==> src/rtl/paddle_control.sv <==
// Left/right paddle centre positions: synchronised, debounced buttons move each
// paddle by STEP on a divided tick, clamped to the walls, and a score change recentres both.
module paddle_control #(
    parameter int unsigned DEBOUNCE_CYCLES = 500000,
    parameter int unsigned MOVE_DIV        = 100000,
    parameter logic [9:0]  STEP            = 10'd2,
    parameter logic [9:0]  Y_MIN           = 10'd95,
    parameter logic [9:0]  Y_MAX           = 10'd455,
    parameter logic [9:0]  Y_CENTER        = 10'd275
) (
    input  logic       clk,
    input  logic       rst_n,
    input  logic       btnUpLeft,
    input  logic       btnDownLeft,
    input  logic       btnUpRight,
    input  logic       btnDownRight,
    input  logic [3:0] scoreLeft,
    input  logic [3:0] scoreRight,
    output logic [9:0] yposLeft,
    output logic [9:0] yposRight
);

    localparam logic [19:0] DB_LAST   = 20'(DEBOUNCE_CYCLES - 1);
    localparam logic [19:0] TICK_LAST = 20'(MOVE_DIV - 1);

    // Button order: bit0 up-left, bit1 down-left, bit2 up-right, bit3 down-right.
    logic [3:0]       raw_s;
    logic [3:0]       sync1_q, sync2_q;
    logic [3:0]       db_q, db_d;
    logic [3:0][19:0] cnt_q, cnt_d;
    logic [19:0]      tick_cnt_q, tick_cnt_d;
    logic             tick_s;
    logic [3:0]       score_l_q, score_r_q;
    logic             recentre_s;
    logic [9:0]       y_l_q, y_l_d, y_r_q, y_r_d;

    assign raw_s = {btnDownRight, btnUpRight, btnDownLeft, btnUpLeft};

    // Clamped move computed in 11 bits so "y - STEP" near the top wall cannot wrap.
    function automatic logic [9:0] move_paddle(input logic [9:0] y,
                                               input logic up,
                                               input logic dn);
        logic [10:0] y_ext;
        logic [10:0] lo_ext;
        logic [10:0] sum_ext;
        y_ext   = {1'b0, y};
        lo_ext  = {1'b0, Y_MIN} + {1'b0, STEP};
        sum_ext = y_ext + {1'b0, STEP};
        if (up && !dn) begin
            if (y_ext >= lo_ext) move_paddle = y - STEP;
            else                 move_paddle = Y_MIN;
        end else if (dn && !up) begin
            if (sum_ext > {1'b0, Y_MAX}) move_paddle = Y_MAX;
            else                         move_paddle = sum_ext[9:0];
        end else begin
            move_paddle = y;
        end
    endfunction

    // Per-button debounce: flip only after DEBOUNCE_CYCLES consecutive disagreeing samples.
    always_comb begin
        db_d  = db_q;
        cnt_d = cnt_q;
        for (int b = 0; b < 4; b++) begin
            if (sync2_q[b] != db_q[b]) begin
                if (cnt_q[b] == DB_LAST) begin
                    db_d[b]  = sync2_q[b];
                    cnt_d[b] = 20'd0;
                end else begin
                    cnt_d[b] = cnt_q[b] + 20'd1;
                end
            end else begin
                cnt_d[b] = 20'd0;
            end
        end
    end

    // Free-running movement divider and paddle next-state with recentre priority.
    always_comb begin
        tick_s     = (tick_cnt_q == TICK_LAST);
        recentre_s = (scoreLeft != score_l_q) || (scoreRight != score_r_q);
        if (tick_s) tick_cnt_d = 20'd0;
        else        tick_cnt_d = tick_cnt_q + 20'd1;
        if (recentre_s) begin
            y_l_d = Y_CENTER;
            y_r_d = Y_CENTER;
        end else if (tick_s) begin
            y_l_d = move_paddle(y_l_q, db_q[0], db_q[1]);
            y_r_d = move_paddle(y_r_q, db_q[2], db_q[3]);
        end else begin
            y_l_d = y_l_q;
            y_r_d = y_r_q;
        end
    end

    // State registers.
    always_ff @(posedge clk or negedge rst_n) begin
        if (!rst_n) begin
            sync1_q    <= 4'd0;
            sync2_q    <= 4'd0;
            db_q       <= 4'd0;
            cnt_q      <= '0;
            tick_cnt_q <= 20'd0;
            score_l_q  <= 4'd0;
            score_r_q  <= 4'd0;
            y_l_q      <= Y_CENTER;
            y_r_q      <= Y_CENTER;
        end else begin
            sync1_q    <= raw_s;
            sync2_q    <= sync1_q;
            db_q       <= db_d;
            cnt_q      <= cnt_d;
            tick_cnt_q <= tick_cnt_d;
            score_l_q  <= scoreLeft;
            score_r_q  <= scoreRight;
            y_l_q      <= y_l_d;
            y_r_q      <= y_r_d;
        end
    end

    assign yposLeft  = y_l_q;
    assign yposRight = y_r_q;

endmodule
==> config.mk <==
export PLATFORM = sky130hd
export DESIGN_NAME = paddle_control
export DESIGN_NICKNAME = d
export VERILOG_FILES = /design/src/rtl/paddle_control.sv
export SDC_FILE = /design/constraint.sdc
export NUM_CORES = 1
export LEC_CHECK = 0
export ABC_AREA = 1
export CAP_MARGIN = 10
export CELL_PAD_IN_SITES_DETAIL_PLACEMENT = 1
export CELL_PAD_IN_SITES_GLOBAL_PLACEMENT = 2
export CORE_MARGIN = 8
export CORE_UTILIZATION = 41
export CTS_CLUSTER_DIAMETER = 50
export DETAILED_ROUTE_END_ITERATION = 16
export DONT_BUFFER_PORTS = 1
export PLACE_DENSITY_LB_ADDON = 0.05
export SLEW_MARGIN = 20
export SYNTH_ARGS = -nofsm -noshare
export SYNTH_HDL_FRONTEND = slang
export SYNTH_SLANG_ARGS = --single-unit
==> constraint.sdc <==
create_clock -name clk -period 4.6 [get_ports clk]
set_input_delay 0.69 -clock clk [delete_from_list [all_inputs] [get_ports clk]]
set_output_delay 0.69 -clock clk [all_outputs]
set_load 0.01 [all_outputs]
==> flow_summary.yaml, run 1 <==
finish:
  drive_above_1_share_pct: 8.874
  area_delta_synth_final_pct: 11.56
  num-fill-cells: 2344
  nets: 1062
  seqCellArea_um2: 3513
  diodes: 0
  layout_common_cells: "nand2_1 (212), nor2_1 (159), inv_1 (146), dfrtp_1 (132), nand3_1 (60)"
  multiInputGateArea_um2: 3737
  final_cells: 1308
  mostFrequentLayoutCell: "nand2_1"
placement:
  place_hpwl_um: 14050
  place.gp.congestion: 0.7619
  port_buffers: 0
  dp_cells: 1277
  post-place-ws_ps: 2303
global_route:
  groute.usage.overall_pct: 17.34
  grt_max_degree: 133
  antenna_found_initial: 0
  grt_overflow_total: 0
  grt_pass1_wl_um: 34160
  grt_pass1_vias: 6922
synthesis:
  synthTopCellsByArea: "dfrtp_1 (42%), nand2_1 (10%), nor2_1 (7.6%)"
  synth_seq_cells: 140
  ys_types: 44
  netlist_area_um2: 7893
  async_flop_share_pct: 100.0
  synth-edff-count: 0
  seq_area_frac_synth_pct: 44.51
  synthCells: 1026
  yosysTopAreaCell: "dfrtp_1"
  synth-warning-count: 0
  synth_top_cell_area_share_pct: 41.85
  syn_nets: 1051
  synth_ff_type: "dfrtp_1"
  synth_area_per_cell_um2: 7.693
critical_path:
  worst_ep_required_time_ps: 4950
  endpoint_kind: "flop"
  cpMaxStageDelayCell: "dfstp_2"
  max_stage_delay_ps: 610
  crit_chain: "inv_1 -> nand3_1 -> nor3_1 -> o21ai_2 -> nand3_1 -> nor2_1 -> nor2_1 -> a21oi_1"
  worst-setup-path-type: "reg -> reg"
  crit_path_max_fanout: 5
  arrival_ps: 2440
  start_kind: "flop"
clocking:
  path_clk_slew_ps: 60
  cts_htree_levels: 4
  post-cts-setup-buffers: 0
  cts_num_sinks: 140
  cts-buffers-inserted: 17
  cts_root_buf: "clkbuf_16"
  clkLatencyLatePin_ps: 420
  cts_tree: "yes"
  clock_path_buffers: 2
timing:
  timing.fmax_ghz: 0.4767
  finalHoldViolations: 0
  post-route-min-period_ps: 2098
  finalSetupTns_ps: 0
  tightest_slew_ps: 714.2
  relSlewSlack_pct: 52.39
  slew_viol_final: 0
  setup_viol: 0
  skew_ps: 13.11
  period_share_pct: 45.61
  worst_slack_ps: 2502
  rsz0062_at_grt: "false"
floorplanning:
  start_util_pct: 41.91
  row_count: 50
  io_pins: 34
  core_area_um2: 18830
  die_x_um: 154.7
  die_y_um: 154.7
  die_area_um2: 23950
run_status:
  outcome: "finished, final reports clean"
power_and_ir_drop:
  p_leak_nw: 4.120
  power_density_nw_per_um2: 320.4
  vdd_ir_drop_max_v: 0.0002141
route:
  vias: 6554
  drcViolationCount: 0
  viasPerCell: 5.011
  firstDrtPassIters: 4
  post_drt_wl_per_cell_um: 14.97
  drt_wl_total_um: 19580
  ant_nets: 0
  drtIter0Drc: 175
flow_run:
  drv_cap: 0
hold_path:
  hold_class: "in -> async"
[path summary, 6_finish.rpt]
path / start / endpoint / slack (ps) / depth (start not counted)
hold / removal: rst_n / yposLeft[1] / 120 / 0
min in group clk: scoreRight[1] / score_r_q[1] / 290 / 0
max in group asynchronous: rst_n / score_l_q[2] / 3810 / 1
setup reg to reg: yposLeft[1] / yposLeft[5] / 2500 / 8
setup / recovery: yposLeft[1] / yposLeft[5] / 2500 / 8
hold reg to reg: sync1_q[2] / sync2_q[2] / 350 / 0
[worst max-delay path, delay by kind of cell (launching register included)]
family | cells | cell delay (ps)
AND/OR/NAND/NOR | 5 | 850
flip-flops | 1 | 610
AO/OA/AOI/OAI | 2 | 440
buffers and inverters | 1 | 120
[where the power goes]
group | total, mW | switching, mW | internal, mW
combinational | 0.0866 | 0.0645 | 0.0221
sequential | 1.26 | 0.0136 | 1.25
clock | 1.47 | 0.541 | 0.930
total | 2.82 | 0.619 | 2.20
[repair_timing]
item,CTS,global route
setup endpoints to repair,0,0
hold endpoints to repair,132,0
gates resized for setup,0,0
hold buffers,1,0
[flip-flops by register name, summed over array words and instances (netlist names)]
name        flops
tick_cnt_q     20
score_r_q       4
yposRight      10
cnt_q          80
db_q            4
sync1_q         4
sync2_q         4
yposLeft       10
score_l_q       4
[synthesized netlist by cell type (9+ instances only)]
cell / instances
o21ai_0: 22
dfrtp_1: 132
nor2_1: 159
xor2_1: 47
nor3_1: 41
ha_1: 11
nand2_1: 212
xnor2_1: 9
nor4_1: 11
a21oi_1: 32
nand3_1: 60
nor2_2: 14
inv_1: 146
nand4_1: 35
[cells by family after synthesis]
family	Yosys count	share of synthesized area (%)
adders and majority gates	11	1.744
xor gates and xnor gates	56	6.214
muxes	1	0.1427
and+or+nand+nor	582	34.24
AOI/OAI and AO/OA	72	5.010
buffers and inverters	164	8.132
DFF	140	44.51
[metal layers]
layer | part of all wire, % | global-route usage, %
met5 | 0 | 0
met4 | 1.2 | 4.900
met3 | 2.5 | 3.232
met2 | 47 | 28.29
met1 | 49 | 23.07
[final cells by class]
| type | count | share of cell area, % |
|---|---|---|
| multi-input combinational | 722 | 42.45 |
| sequential | 140 | 39.90 |
| clock inverter | 11 | 1.890 |
| timing repair buffer | 1 | 0.3126 |
| tap | 260 | 3.695 |
| clock buffer | 19 | 5.144 |
| inverter | 155 | 6.608 |
[stage by stage]
stage / util [%] / total power [mW] / hold slack [ps] / instance area (um^2)
after floorplan: - / 1.331 / 331.2 / 7893
after global placement: 43.32 / 1.347 / 333.6 / 8158
after detailed placement: 43.32 / 1.349 / 336.3 / 8158
after CTS: 46.76 / 2.865 / 96.46 / 8805
after global routing: 46.76 / 2.924 / 97.56 / 8805
final: 46.76 / 2.821 / 123.2 / 8805
Note: power is estimated with default switching activity, not from simulation.
==> inputs of run 2 (changes only) <==
Settings changed: ABC_AREA 1 to 0.
Clock period 4.6 ns to 2 ns, I/O delays scaled along.
==> flow_summary.yaml, run 2 <==
finish:
  drive_above_1_share_pct: 27.84
  mostFrequentLayoutCell: "dfrtp_1"
  num-fill-cells: 1995
  layout_common_cells: "dfrtp_1 (127), nor2_1 (118), buf_4 (116), xor2_1 (68), nand2_1 (60)"
  final_core_util_pct: 54.68
  diodes: 0
  reg_top3: "cnt_q: 80 flops, tick_cnt_q: 20 flops"
  area_delta_synth_final_pct: 31.56
  multiInputGateArea_um2: 4133
  nets: 935
  largest_reg_flops: 80
  seqCellArea_um2: 3520
  regMostFlops: "cnt_q"
synthesis:
  seq_area_frac_synth_pct: 47.22
  synth_compound_area_share_pct: 8.828
  synth_seq_cells: 140
  synth_top_cell_area_share_pct: 44.39
  synth_ff_type: "dfrtp_1"
  synth_most_common_cell: "dfrtp_1"
  yosysTopAreaCell: "dfrtp_1"
  synth-xor-area-share_pct: 12.59
  synth_adder_area_share_pct: 1.850
  netlist_area_um2: 7441
  synthSimpleGateAreaFrac_pct: 25.49
  synthTopCellsByArea: "dfrtp_1 (44%), xor2_1 (8.0%), nor2_1 (6.1%)"
  synth_area_per_cell_um2: 9.601
  syn_nets: 800
  ys_types: 77
  async_flop_share_pct: 100.0
  synthTopCellsByCount: "dfrtp_1 (132), nor2_1 (121), xor2_1 (68)"
  synth.area.mux_share_pct: 1.328
  synthCells: 775
  synth-edff-count: 0
  synth_top_family_by_area: "simple AND/OR/NAND/NOR gates"
  synth-warning-count: 0
critical_path:
  worst_ep_required_time_ps: 2350
  crit_chain: "ha_4 -> nand3_4 -> nor3_4 -> mux2_4 -> o311ai_4 -> o311a_1 -> a221o_1"
  crit_path_max_fanout: 4
  worst-setup-path-type: "reg -> reg"
  max_stage_delay_ps: 560
  endpoint_kind: "flop"
  cpMaxStageDelayCell: "dfstp_2"
  rr_worst_depth: 7
  arrival_ps: 2390
  start_kind: "flop"
route:
  ant_nets: 0
  drcViolationCount: 0
  drtIter0Drc: 259
  drt_wl_total_um: 21150
  post_drt_wl_per_cell_um: 18.36
  firstDrtPassIters: 4
  viasPerCell: 5.474
  vias: 6306
floorplanning:
  row_count: 49
  die_y_um: 150.7
  start_util_pct: 41.56
  io_pins: 34
  core_area_um2: 17900
  die_area_um2: 22720
  die_x_um: 150.7
clocking:
  path_clk_slew_ps: 60
  clkLatencyLatePin_ps: 420
  cts_tree: "yes"
  cts_num_sinks: 140
  cts_hold_buf: 12
  cts-buffers-inserted: 17
  cts_root_buf: "clkbuf_16"
  cts_htree_levels: 4
  clock_path_buffers: 2
hold_path:
  hold_class: "in -> async"
timing:
  worst_slack_ps: -37.14
  finalHoldViolations: 140
  relSlewSlack_pct: 65.11
  timing.fmax_ghz: 0.4909
  post-route-min-period_ps: 2037
  skew_ps: 8.712
  tightest_slew_ps: 522.2
  holdWs_ps: -430.8
  period_share_pct: 101.9
  slew_viol_final: 0
  rsz0062_at_grt: "true"
  setup_viol: 3
placement:
  place.gp.congestion: 0.8216
  port_buffers: 0
  post-place-ws_ps: -109.8
  place_hpwl_um: 14400
power_and_ir_drop:
  vdd_ir_drop_max_v: 0.0006113
  p_leak_nw: 4.142
  power_mw: 6.619
  power_density_nw_per_um2: 676.1
global_route:
  antenna_found_initial: 0
  grt_pass1_vias: 7011
  grt_overflow_total: 0
  grt_pass1_wl_um: 35320
  grt_max_degree: 141
  groute.usage.overall_pct: 19.38
run_status:
  violations: "negative hold slack, negative setup slack"
  outcome: "finished with violations"
flow_run:
  drv_cap: 0
==> run 2: routing by layer <==
metal,vias up,track usage [%],wire length (um),share of wire [%]
met4,0,6.581,452,2.1
met3,36,4.118,775,3.7
met2,102,34.35,10820,51
li1,2985,-,-,-
met1,3183,22.82,9107,43
met5,-,0,0,0
==> run 2: final timing paths <==
kind | from | end | slack [ps]
max in group asynchronous | rst_n | yposRight[1] | 2130
worst max-delay path | yposRight[1] | yposRight[4] | -40
worst min-delay path | rst_n | yposLeft[5] | -430
worst min register to register | sync1_q[2] | sync2_q[2] | 360
min in group clk | sync1_q[2] | sync2_q[2] | 360
worst max register to register | yposRight[1] | yposRight[4] | -40
==> run 2: where the power goes <==
group          switching (mW)  internal, mW  leakage, nW
Combinational           0.179         0.194         1.99
Clock                    1.22          2.11        0.292
Sequential             0.0389          2.88         1.86
Total                    1.43          5.18         4.14
==> run 2: cells by family after synthesis <==
| kind of cell | count (synthesis) |
|---|---|
| AOI/OAI and AO/OA | 96 |
| xor gates and xnor gates | 107 |
| adders and majority gates | 11 |
| buffers and inverters | 43 |
| DFF | 140 |
| muxes | 9 |
| and+or+nand+nor | 369 |
==> run 2: repair_timing <==
item,CTS,global route
resized for setup,24,62
gates cloned,0,1
hold endpoints to repair,152,140
pin swaps,13,25
setup endpoints to repair,15,60
setup buffers,8,10
==> run 2: final cells by class <==
cell class | count | share of cell area, %
clock buffer | 20 | 4.563
clock inverter | 12 | 1.738
inverter | 17 | 0.6774
multi-input combinational | 593 | 42.22
sequential | 140 | 35.95
tap | 229 | 2.927
timing repair buffer | 141 | 11.92
==> run 2: worst max-delay path, delay by kind of cell (launching register included) <==
| kind | cells | cell delay, ps |
|---|---|---|
| mux | 1 | 360 |
| simple gates | 2 | 270 |
| flops | 1 | 560 |
| compound gates | 3 | 630 |
| fa+ha+maj | 1 | 160 |
==> run 2: through the flow <==
step | std cells | setup TNS [ps] | area (um^2)
floorplan | 775 | -164.8 | 7521
global placement | 1090 | -355.4 | 8549
detailed placement | 1090 | -833.5 | 8549
CTS | 1142 | -117.9 | 9440
global route | 1152 | -911.0 | 9789
finish | 1152 | -76.79 | 9789
